$ cat src/rtl/aes_round_sequencer.sv
// Iterative AES encryption controller.
// Owns the 128-bit cipher state, the latched cipher key and the round counter,
// and drives one shared combinational full-round datapath plus an external
// round-key source. One block in flight at a time; valid/ready on both sides.
module aes_round_sequencer #(
   parameter int NR    = 10,
   parameter int RND_W = 4
) (
   input  logic             clk,
   input  logic             reset,
   input  logic             in_valid,
   output logic             in_ready,
   input  logic [127:0]     plaintext,
   input  logic [127:0]     cipher_key,
   output logic [127:0]     key_out,
   output logic [RND_W-1:0] rk_index,
   input  logic [127:0]     rk_in,
   output logic [127:0]     dp_state,
   output logic             dp_final,
   input  logic [127:0]     dp_result,
   output logic             out_valid,
   input  logic             out_ready,
   output logic [127:0]     ciphertext,
   output logic             busy
);

   typedef enum logic [1:0] {
      IDLE  = 2'd0,
      ROUND = 2'd1,
      FINAL = 2'd2,
      DONE  = 2'd3
   } seqState_t;

   // Round index of the last MixColumns round and of the final round.
   localparam logic [RND_W-1:0] LAST_MIX_RND = RND_W'(NR - 1);
   localparam logic [RND_W-1:0] FINAL_RND    = RND_W'(NR);

   seqState_t        curState, nextState;
   logic [127:0]     stateReg;
   logic [127:0]     keyReg;
   logic [RND_W-1:0] roundCnt;
   logic             accept;

   // The round key is consumed by the external datapath; the controller only
   // publishes the index it wants, so rk_in is deliberately not read here.
   logic unusedRkIn;
   assign unusedRkIn = ^rk_in;

   assign accept = in_valid & in_ready;

   // FSM state register; reset abandons any block in flight.
   always_ff @(posedge clk) begin
      if (reset) curState <= IDLE;
      else       curState <= nextState;
   end

   // Next-state logic: NR-1 MixColumns rounds, one final round, then hold for the sink.
   always_comb begin
      nextState = curState;
      case (curState)
         IDLE:  if (accept) nextState = (NR == 1) ? FINAL : ROUND;
         ROUND: if (roundCnt == LAST_MIX_RND) nextState = FINAL;
         FINAL: nextState = DONE;
         DONE:  if (out_ready) nextState = IDLE;
         default: nextState = IDLE;
      endcase
   end

   // Cipher state, key latch and round counter.
   always_ff @(posedge clk) begin
      if (reset) begin
         stateReg <= '0;
         keyReg   <= '0;
         roundCnt <= '0;
      end else begin
         case (curState)
            IDLE: begin
               // Initial AddRoundKey happens on the way in; round key 0 is the cipher key.
               if (accept) begin
                  stateReg <= plaintext ^ cipher_key;
                  keyReg   <= cipher_key;
                  roundCnt <= RND_W'(1);
               end
            end
            ROUND: begin
               stateReg <= dp_result;
               roundCnt <= roundCnt + 1'b1;
            end
            FINAL: begin
               stateReg <= dp_result;
               roundCnt <= '0;
            end
            default: ;  // DONE holds the result until the sink takes it
         endcase
      end
   end

   // Outputs depend on FSM state only, never on the incoming handshakes.
   always_comb begin
      in_ready  = 1'b0;
      out_valid = 1'b0;
      busy      = 1'b0;
      dp_final  = 1'b0;
      rk_index  = '0;
      case (curState)
         IDLE:  in_ready = 1'b1;
         ROUND: begin
            busy     = 1'b1;
            rk_index = roundCnt;
         end
         FINAL: begin
            busy     = 1'b1;
            dp_final = 1'b1;
            rk_index = FINAL_RND;
         end
         DONE:  out_valid = 1'b1;
         default: ;
      endcase
   end

   // The datapath always sees the registered state, and the result is the state itself.
   assign dp_state   = stateReg;
   assign ciphertext = stateReg;
   assign key_out    = keyReg;

endmodule

$ cat config.mk
export PLATFORM = sky130hd
export DESIGN_NAME = aes_round_sequencer
export DESIGN_NICKNAME = d
export VERILOG_FILES = /design/src/rtl/aes_round_sequencer.sv
export SDC_FILE = /design/constraint.sdc
export NUM_CORES = 1
export LEC_CHECK = 0
export BUFFER_PORTS_ARGS = -buffer_cell sky130_fd_sc_hd__buf_4
export CORE_AREA = 4 4 349 351
export DETAILED_ROUTE_END_ITERATION = 10
export DIE_AREA = 0 0 353 355
export GPL_ROUTABILITY_DRIVEN = 0
export PLACE_DENSITY_LB_ADDON = 0.15
export SYNTH_ARGS = -nofsm -noshare
export SYNTH_HDL_FRONTEND = slang
export SYNTH_SLANG_ARGS = --single-unit
$ cat constraint.sdc
create_clock -name clk -period 2.5 [get_ports clk]
set_input_delay 0.5 -clock clk [delete_from_list [all_inputs] [get_ports clk]]
set_output_delay 0.5 -clock clk [all_outputs]
set_load 0.01 [all_outputs]
# == Word level (Yosys, flattened, before mapping) ==
# Index checks and enable logic that the tools add are counted.
# totals
mem_count,0
ff_bits,262
output_inout_bits,392
latch_bits,0
word_cells,35
inputBits,516
rom_bits,0
ram_bits,0
# op_classes
multipliers,0
bitwise,2
div_mod_pow,0
muxes,13
n_lt_le_gt_ge,0
shift,0
n_reduce_logical,8
n_eq_ne,7
addsub,1
# ops
op,n
$pmux 128 s2,1
$mux 128,1
$xor 128x128->128,1
$pmux 4 s3,1
$pmux 2 s4,1
$pmux 4 s2,1
$mux 2,3
$ne 2x2->1 const B,3
$reduce_and 2->1,3
$add 4x1->4 const B,1
$eq 2x2->1 const B,2
$eq 4x4->1 const B,1
$mux 1,4
$mux 4,1
$reduce_and 3->1,1
$reduce_bool 3->1,1
$eq 2x1->1 const B,1
$logic_not 2->1,1
$reduce_bool 2->1,1
$reduce_or 2->1,1
$and 1x1->1,1

# == Depth between registers and ports, before layout ==
# logic_depth
depth_word,5
depth_mapped,8
depth_no_buf,5

# == Least setup slack after synthesis ==
# OpenSTA, ideal clock, no wires.
# synth_path
path_type,register to output
start,register curState[1]
end,output rk_index[1]
setup_slack_ns,0.566
n_path_buf,2
stages_incl_launch_ff,6
required_time_ns,2.000
arrival_ns,1.434
path_cell_list,dfxtp_1 -> inv_1 -> ha_1 -> buf_2 -> clkbuf_1 -> nor2b_1
# synth_between
elab_chain_len,2
word_cells_on_any_way,3
cone_classes,2 x eq/ne; 1 x mux
# synth_rtl
item,line,source
start: declaration,38,"seqState_t curState, nextState;"
start signal: assignment,54,else curState <= nextState;
$eq 2x2->1 or $eq 2x1->1 (tied branches),105,case (curState)
$pmux 4 s2 (*),105,
end: declaration,16,"output logic [RND_W-1:0] rk_index,"
# Mark *: on every way between the ends. The rest lies on a longest branch, timed or not.

# == Worst setup path in the final report ==
# layout_path
start,register curState[0]
end,output rk_index[0]
# The elaborated chain is that of the path after synthesis.

==> out/summary.md <==
TritonCTS built the clock tree. Global routing consumed, over all layers together, 9.75% of the routing resources. The clock passes through at most 3 buffers. Register-to-register path setup slack: 0.43 ns. STA classifies the critical path startpoint as a flop.

The power density of the placed cells is 1210 nW/um^2, and the DRC violation count after routing is 0. The detail-routed via count per cell works out to 3.31. In this run the core area contains 127 standard-cell rows. For the instance count after placement with tap cells included, the log shows 3555. Among cell families on the critical path, the largest total delay comes from buffers and inverters. The count of nets left with antenna violations once routing finished came out at 0. The critical path goes through inv_1 > ha_4 > buf_12 > and3_1 > buf_4. The worst path buffer plus inverter count was 3; the leakage power was 8.64 nW. The final cell utilization of the core came out at 16.8%.

The cell sitting at the root of the clock tree is a sky130_fd_sc_hd__clkbuf_16. Summing all multi-input logic gate instances after layout gives 5330 sq um. Setup total negative slack on the finished layout was measured at 0 ns. For the max-slew violation count, the log shows 0. The tightest min-delay check is of the primary input to flop type.

The final standard cell count with taps included and fillers excluded was 3625. For the initial detailed-routing violation count, the log shows 451. Counting the buffers created by CTS gives 38.

For the via count of the first global-routing pass, the log shows 12800. The clock sink total was 262; the final-layout fill cell count was 13400. Across the VDD grid, the largest voltage drop is 0.659 mV. The cell area that synthesis handed to floorplanning was 12100 sq um. The logs give 1.83 ns for the arrival time at the worst endpoint and 90.9 mm for the first-pass GRT wire length.

The pin count of the biggest net entering global routing was 85; the achievable clock frequency was 429 MHz. Leaving out fill and tap cells, the most frequent cells in the layout are sky130_fd_sc_hd__buf_4, sky130_fd_sc_hd__nand2_1, sky130_fd_sc_hd__dfxtp_1. 908 I/O pins were placed. The synthesized netlist contains 32 unique library cells. In this run the worst path has a maximum fanout of 12. The synthesized area per cell works out to 8.46 sq um.

Setup repair after global routing left no endpoint under its margin. The final count of hold timing violations came out at 0. The run gives 119000 sq um as the total core area.

The run finished with clean final reports. The run gives 0 as the number of warnings printed during yosys synthesis. The path type of the worst setup path was flop to primary output. The number of nets handed over by synthesis was 1956. Setup violations remaining at the end of the flow were counted as 0.

The type of destination of the critical path was a primary output. For the aggregate global routing overflow, the log shows 0. For the number of instances in the synthesized netlist, the log shows 1434.

Once the floorplan was initialized, standard cells occupied 10.2% of the core. The die outline area is 125000 sq um, and the final cycle utilization of the critical path is 93.3%. Of the cells placed in the final design, the portion with a size suffix greater than 1 is 41.7%. Registers take 5250 sq um.

Data on the critical path is required at its endpoint by 2.00 ns. Most common cell after layout, fill and taps aside: sky130_fd_sc_hd__buf_4. The synthesized design contains 262 register bits.

The routed layout has 12000 vias. Clock slew seen by the registers of the worst setup and hold paths: 0.06 ns. The tool flagged a number of max-cap violations equal to 0. Compared with the post-synthesis result, the final layout area differs by 65.3%. The layout net count is 2573, and the routed length per instance is 17.7 um. The first detailed-routing pass ran for 7 iterations. The total wirelength of the detailed-routed design is 64.1 mm. At the pin with the least slew margin, the transition time is 0.659 ns.

In this run the tool buffered the top-level ports with 779 buffer cells. The share of the Yosys chip area taken by registers is 43.2%. For the worst-skew pair, the clock arrives at the later sink with an insertion delay of 0.57 ns.

The worst pin sits at a relative slew slack of 56.1%. For this design, the slowest cell found on the critical path is sky130_fd_sc_hd__dfxtp_1. The height of the die is 355 um, and the initial antenna violation count is 0. The delay of the slowest critical-path stage was 0.36 ns.

For the final database, setup skew stands at 0.0134 ns. The H-tree was split into 2 levels. Once detailed placement completed, the half-perimeter wirelength came to 49.1 mm. The die is 353 um wide.

Final critical delay including setup and external delays: 2.33 ns.
## what timing repair did
item                                   in CTS  in global routing
gates cloned                                1                  1
pin swaps                                   1                  1
hold buffers                                0                  0
setup endpoints to repair                   1                  3
resized for setup                           1                  1
endpoints found under the hold margin       0                  0
buffers inserted                            1                  1
## cell families after synthesis
logic type / count (synthesis) / share of synthesized area (%)
simple gates: 406 / 13.0
mux: 3 / 0.320
compound gates: 395 / 20.4
fa+ha+maj: 6 / 0.619
flops: 262 / 43.2
xor+xnor: 128 / 9.24
buf+inv: 234 / 13.1
## stage by stage
step                area [sq um]  power (W)  hold WS (ns)  worst slack [ns]
finish                     20000     0.0243         0.193             0.167
global route               20000     0.0262         0.143            0.0139
CTS                        20000     0.0250         0.114            0.0111
detailed placement         18700     0.0188         0.447             0.467
global placement           18700     0.0189         0.444             0.502
floorplan                  12100     0.0134         0.472             0.566
## sequential cells by signal, indices dropped and copies added (netlist names)
| register | count |
|---|---|
| ciphertext | 128 |
| key_out | 128 |
| roundCnt | 4 |
| curState | 2 |
## layer usage
layer,wire [um],track usage [%]
met1,23600,10.1
met2,34300,18.6
met3,4730,3.22
met4,1420,2.84
met5,0,0
## tightest hold or removal path, delay by kind of cell
| family | cells | cell delay, ns |
|---|---|---|
| AND/OR/NAND/NOR | 1 | 0.05 |
| buffers and inverters | 1 | 0.12 |
| AO/OA/AOI/OAI | 1 | 0.05 |
## area by class of cell
| class | count | area share, % |
|---|---|---|
| antenna | 1 | 0.0125 |
| clock buffer | 56 | 5.50 |
| clock inverter | 9 | 0.743 |
| inverter | 5 | 0.0936 |
| multi-input combinational | 938 | 26.6 |
| sequential | 262 | 26.2 |
| tap | 1548 | 9.66 |
| timing repair buffer | 806 | 31.3 |
## where the power goes
part / internal [W] / switching [W]
combinational: 0.00551 / 0.00632
clock: 0.00345 / 0.00213
sequential: 0.00559 / 0.00135
## cell usage after synthesis
| cell | number | area, sq um |
|---|---|---|
| sky130_fd_sc_hd__mux2_4 | 1 | 15.0 |
| sky130_fd_sc_hd__dfxtp_1 | 262 | 5250 |
| sky130_fd_sc_hd__inv_1 | 5 | 18.8 |
| sky130_fd_sc_hd__nand2_1 | 386 | 1450 |
| sky130_fd_sc_hd__and3_1 | 3 | 18.8 |
| sky130_fd_sc_hd__nor2_2 | 2 | 12.5 |
| sky130_fd_sc_hd__buf_1 | 10 | 37.5 |
| sky130_fd_sc_hd__mux2i_2 | 1 | 13.8 |
| sky130_fd_sc_hd__or3_1 | 1 | 6.26 |
| sky130_fd_sc_hd__a2111oi_0 | 1 | 8.76 |
| sky130_fd_sc_hd__buf_4 | 132 | 991 |
| sky130_fd_sc_hd__a31oi_1 | 2 | 12.5 |
| sky130_fd_sc_hd__a21oi_1 | 131 | 656 |
| sky130_fd_sc_hd__and2_1 | 2 | 12.5 |
| sky130_fd_sc_hd__buf_2 | 30 | 150 |
| sky130_fd_sc_hd__a221o_1 | 1 | 10.0 |
| sky130_fd_sc_hd__buf_6 | 24 | 270 |
| sky130_fd_sc_hd__nand3b_1 | 3 | 22.5 |
| sky130_fd_sc_hd__a211oi_1 | 1 | 7.51 |
| sky130_fd_sc_hd__nor2_1 | 1 | 3.75 |
| sky130_fd_sc_hd__and3b_1 | 1 | 8.76 |
| sky130_fd_sc_hd__nand4b_1 | 1 | 8.76 |
| sky130_fd_sc_hd__o21ai_0 | 129 | 646 |
| sky130_fd_sc_hd__nand2b_1 | 3 | 18.8 |
| sky130_fd_sc_hd__xnor2_1 | 128 | 1120 |
| sky130_fd_sc_hd__nor2b_1 | 3 | 18.8 |
| sky130_fd_sc_hd__a32oi_1 | 1 | 8.76 |
| sky130_fd_sc_hd__a22o_1 | 128 | 1120 |
| sky130_fd_sc_hd__ha_1 | 6 | 75.1 |
| sky130_fd_sc_hd__clkbuf_1 | 33 | 124 |
| sky130_fd_sc_hd__a311oi_1 | 1 | 8.76 |
| sky130_fd_sc_hd__mux2i_1 | 1 | 10.0 |
## path summary, 6_finish.rpt
check                               startpoint              end  cells past startpoint
worst max-delay path               curState[0]      rk_index[0]                      5
worst min-delay path            cipher_key[43]      key_out[43]                      3
worst max register to register     curState[0]  ciphertext[111]                      7
worst min register to register     key_out[79]      key_out[79]                      2
(Power assumes the default switching activity.)
